==> config.mk <==
export PLATFORM = sky130hd
export DESIGN_NAME = uart_rx
export DESIGN_NICKNAME = d
export VERILOG_FILES = /design/src/rtl/uart_pkg.sv /design/src/rtl/uart_rx_bitcnt.sv /design/src/rtl/uart_rx.sv
export SDC_FILE = /design/constraint.sdc
export NUM_CORES = 1
export LEC_CHECK = 0
export CAP_MARGIN = 25
export CORE_MARGIN = 2
export CORE_UTILIZATION = 26
export DETAILED_ROUTE_END_ITERATION = 10
export SLEW_MARGIN = 20
export SYNTH_ARGS = -nofsm -noshare
export SYNTH_HDL_FRONTEND = slang
export SYNTH_SLANG_ARGS = --single-unit
==> constraint.sdc <==
create_clock -name clk -period 3.8 [get_ports clk]
set_input_delay 0.57 -clock clk [delete_from_list [all_inputs] [get_ports clk]]
set_output_delay 0.57 -clock clk [all_outputs]
set_load 0.1 [all_outputs]
==> src/rtl/uart_pkg.sv <==
`default_nettype none
// +-----------------------------------------------------------------+
// | uart_pkg : frame constants and bit-period helper for uart_tx/rx |
// | Revision : 1.0                                                  |
// +-----------------------------------------------------------------+
package uart_pkg;

   localparam int unsigned DATA_BITS    = 8;
   localparam logic        START_BIT    = 1'b0;
   localparam logic        STOP_BIT     = 1'b1;
   localparam int unsigned ASCII_OFFSET = 48;

   // Clocks per bit, rounded to nearest.
   function automatic int unsigned cpb_calc(input int unsigned f, input int unsigned baud);
      return (f + baud / 2) / baud;
   endfunction

endpackage
`default_nettype wire

==> src/rtl/uart_rx_bitcnt.sv <==
`default_nettype none
// +-----------------------------------------------------------------+
// | uart_rx_bitcnt : baud counter, sync clear, terminal-count flag  |
// | Revision : 1.0                                                  |
// +-----------------------------------------------------------------+
module uart_rx_bitcnt #(
   parameter int unsigned W = 4
) (
   input  logic         clk,
   input  logic         rst,
   input  logic         clr,
   input  logic [W-1:0] terminal,
   output logic         done
);

   logic [W-1:0] cnt_q;
   logic [W-1:0] cnt_d;

   always_comb begin
      cnt_d = clr ? '0 : cnt_q + W'(1);
      done  = (cnt_q == terminal);
   end

   always_ff @(posedge clk) begin
      if (rst) begin
         cnt_q <= '0;
      end else begin
         cnt_q <= cnt_d;
      end
   end

endmodule
`default_nettype wire

==> src/rtl/uart_rx.sv <==
`default_nettype none
// +-----------------------------------------------------------------+
// | uart_rx : 8N1 receiver, mid-bit sampling, offset removal        |
// | Revision : 1.0                                                  |
// +-----------------------------------------------------------------+
module uart_rx
   import uart_pkg::*;
#(
   parameter int unsigned BAUD   = 115200,
   parameter int unsigned F      = 50000000,
   parameter int unsigned OFFSET = ASCII_OFFSET
) (
   input  logic       clk,
   input  logic       rst,
   input  logic       rx,
   output logic [7:0] data,
   output logic       valid,
   output logic       frame_err,
   output logic       busy
);

   localparam int unsigned CPB  = cpb_calc(F, BAUD);
   localparam int unsigned HALF = CPB / 2;
   localparam int unsigned CW   = $clog2(CPB);
   localparam int unsigned IW   = $clog2(DATA_BITS);

   typedef enum logic [1:0] {
      ST_IDLE  = 2'd0,
      ST_START = 2'd1,
      ST_DATA  = 2'd2,
      ST_STOP  = 2'd3
   } state_t;

   state_t        state_q, state_d;
   logic          sync1_q, rx_s_q, rx_prev_q;
   logic [IW-1:0] idx_q, idx_d;
   logic [7:0]    shift_q, shift_d;
   logic [7:0]    data_q, data_d;
   logic          valid_q, valid_d;
   logic          ferr_q, ferr_d;
   logic          cnt_clr, cnt_done, fall;
   logic [CW-1:0] terminal;

   // Flops reset low so a line stuck low through reset never looks like an edge.
   assign fall     = ~rx_s_q & rx_prev_q;
   assign terminal = (state_q == ST_START) ? CW'(HALF - 1) : CW'(CPB - 1);

   uart_rx_bitcnt #(.W(CW)) u_bitcnt (
      .clk      (clk),
      .rst      (rst),
      .clr      (cnt_clr),
      .terminal (terminal),
      .done     (cnt_done)
   );

   always_comb begin
      state_d = state_q;
      idx_d   = idx_q;
      shift_d = shift_q;
      data_d  = data_q;
      valid_d = 1'b0;
      ferr_d  = 1'b0;
      cnt_clr = 1'b0;
      case (state_q)
         ST_IDLE: begin
            cnt_clr = 1'b1;
            if (fall) begin
               state_d = ST_START;
            end
         end
         ST_START: begin
            if (cnt_done) begin
               cnt_clr = 1'b1;
               idx_d   = '0;
               state_d = (rx_s_q == START_BIT) ? ST_DATA : ST_IDLE;
            end
         end
         ST_DATA: begin
            if (cnt_done) begin
               cnt_clr        = 1'b1;
               shift_d[idx_q] = rx_s_q;
               idx_d          = idx_q + IW'(1);
               if (idx_q == IW'(DATA_BITS - 1)) begin
                  state_d = ST_STOP;
               end
            end
         end
         ST_STOP: begin
            if (cnt_done) begin
               cnt_clr = 1'b1;
               state_d = ST_IDLE;
               if (rx_s_q == STOP_BIT) begin
                  data_d  = shift_q - 8'(OFFSET);
                  valid_d = 1'b1;
               end else begin
                  ferr_d = 1'b1;
               end
            end
         end
         default: state_d = ST_IDLE;
      endcase
   end

   always_ff @(posedge clk) begin
      if (rst) begin
         sync1_q   <= 1'b0;
         rx_s_q    <= 1'b0;
         rx_prev_q <= 1'b0;
         state_q   <= ST_IDLE;
         idx_q     <= '0;
         shift_q   <= '0;
         data_q    <= '0;
         valid_q   <= 1'b0;
         ferr_q    <= 1'b0;
      end else begin
         sync1_q   <= rx;
         rx_s_q    <= sync1_q;
         rx_prev_q <= rx_s_q;
         state_q   <= state_d;
         idx_q     <= idx_d;
         shift_q   <= shift_d;
         data_q    <= data_d;
         valid_q   <= valid_d;
         ferr_q    <= ferr_d;
      end
   end

   assign data      = data_q;
   assign valid     = valid_q;
   assign frame_err = ferr_q;
   assign busy      = (state_q != ST_IDLE) | fall;

endmodule
`default_nettype wire

==> metrics.csv <==
metric,value,unit
grtUsageTotal,10.27,%
grt_pass1_wl,5257,um
end_kind,output port,
synth_cell_type_count,38,
grt_max_degree,19,
layout-drive-gt1-share,8.242,%
grt_pass1_vias,1186,
numCtsBuffers,5,
place_hpwl,2063,um
drcViolationCount,0,
vias_per_cell,4.669,
synth_top_cell_by_area,dfxtp_1,
dr.pass1.iters,4,
maxCapViolCount,0,
synthCells,168,
cts_tree,built,
fmax,0.3491,GHz
top_level_ports,14,
yosys_most_used_dff,dfxtp_1,
cellLeakagePower,0.6074,nW
multi_input_area,823.3,um2
ys_async_sr_fraction,0,%
worst_clock_skew,0.004985,ns
top_usage_layer,met2,
hold_buffers,0,
maxSlewHeadroom,34.71,%
slew_viol_final,0,
rsz0062_at_grt,false,
clk_latency,0.29,ns
rows,28,
post_cts_resized,0,
crit_chain,nor2_1 -> nand2_1 -> clkdlybuf4s50_1,
netlist_top_cells_area,"dfxtp_1 45%, nor2_1 5.5%, mux2i_1 5.1%, nor2b_1 4.0%, xor2_1 3.9%",
clockBufferDepth,2,
layout.nets,188,
synth_nets,175,
clockRootBuffer,clkbuf_8,
cp_max_fo,14,
use_met2,15.98,%
use_met3,3.077,%
dieHeight,81.68,um
cp_data_required_time,3.23,ns
grt_overflow_total,0,
irDropWorstVdd,0.2415,mV
crit_slowest_cell,clkdlybuf4s50_1,
fp.coreArea,5886,um2
cp.arrival,2.29,ns
layout.area.seq,700.7,um2
antenna_found_initial,0,
avgSynthCellArea,9.339,um2
die_w,81.68,um
path_class,register to output port,
min_period_over_period,75.38,%
fin_crit,2.865,ns
post_cts_buffers,0,
tightestPinTransition,0.9763,ns
seq_area_frac_synth,44.66,%
cts.sinks,35,
synthesis.area,1569,um2
ys_ff_latch,35,
hold_viol,0,
cp_slowest_stage_delay,1.14,ns
drt_wl_total,3003,um
pre_cts_slack,1.262,ns
total_power,0.0006505,W
grt_util_met1,12.93,%
h-tree-depth,2,
synth-edff-count,0,
n_antenna_cell,0,
antenna_left,0,
gp_congestion,0.7724,
via_count,1200,
initial_core_util,26.66,%
yosysTopAreaCellShare,44.66,%
ys_warn_count,0,
fillers,628,
final-setup-viol-count,0,
area_growth,17.78,%
crit_path_start_kind,register,
fin_ws,0.9355,ns
dieArea,6672,um2
drt_iter0_markers,72,
port_buffers,13,
whs,0.4430,ns
wl_per_cell,11.68,um
hp-class,register to register,
cts.clk_slew.worst_paths,0.07,ns
outcome,completed,
power_density,352.0,nW/um2
tns,0,ns
cells in the final DEF, fill, tap and decap left out, drive strengths merged, types with 2 or more instances in the layout:
master         instances
a31oi                  3
dfxtp                 35
nor3                   2
nand4                  4
clkbuf                 7
nor2b                 10
xor2                   7
o21a                   2
mux2                   5
xnor2                  2
nor4                   3
nand2b                 3
and3                   2
inv                    3
ha                     4
nand2                  6
nor2                  23
a21oi                  4
mux2i                  8
clkdlybuf4s50         13
o21ai                  5
nand3                 12
o41ai                  2
or3                    4
nand3b                 2
cell type report:
class                   count  area share [%]
clock inverters             1          0.2708
inverters                   3          0.6093
flip-flops and latches     35           37.91
well taps                  75           5.078
multi-input cells         122           44.55
clock buffers               7           4.130
repair buffers             14           7.448
Yosys cell counts, types with 5 or more instances:
cell      number
dfxtp_1       35
nor2_1        23
nand3_1       12
nor2b_1       10
mux2i_1        8
xor2_1         7
nand2_1        6
clkbuf_1       5
cells by family after synthesis:
logic type,share of synthesized area [%]
AO/OA/AOI/OAI,8.932
XOR/XNOR,5.024
adder cells (fa/ha/maj),3.190
buffers and inverters,2.871
flip-flops,44.66
multiplexers,8.692
AND/OR/NAND/NOR,26.63
critical path, delay by kind of cell, from the launching register on:
kind                   cells  cell delay [ns]
buffers and inverters      1             1.14
and+or+nand+nor            2             0.28
DFF                        1             0.59
power by group:
group | internal, W | switching, W
clock | 0.000129 | 0.000133
sequential | 0.000368 | 0.00000281
combinational | 0.00000595 | 0.0000122
state kept, by name, indices dropped and copies added (netlist names), named ones only:
signal and cells:
sync1_q 1, shift_q 8, rx_s_q 1, frame_err 1, state_q 1, idx_q 3, data 8, u_bitcnt.cnt_q 9
valid 1, rx_prev_q 1
worst paths after layout:
kind,startpoint,end,slack (ns),cells past startpoint
min,sync1_q,rx_s_q,0.44,1
max,register,busy,0.94,3
max reg2reg,state_q[0],u_bitcnt.cnt_q[7],1.59,5
min reg2reg,sync1_q,rx_s_q,0.44,1
per-layer routing:
layer	vias up	share of wire (%)
met3	7	4.0
met5	-	0
met4	0	2.1
met2	25	44
met1	554	50
li1	614	-
per-stage QoR:
stage,instance area (um2),util (%),cells
floorplan,1569,-,168
global placement,1767,30.02,249
detailed placement,1767,30.02,249
CTS,1848,31.40,257
global route,1848,31.40,257
finish,1848,31.40,257
No activity file was read; power rests on OpenSTA's default activity.
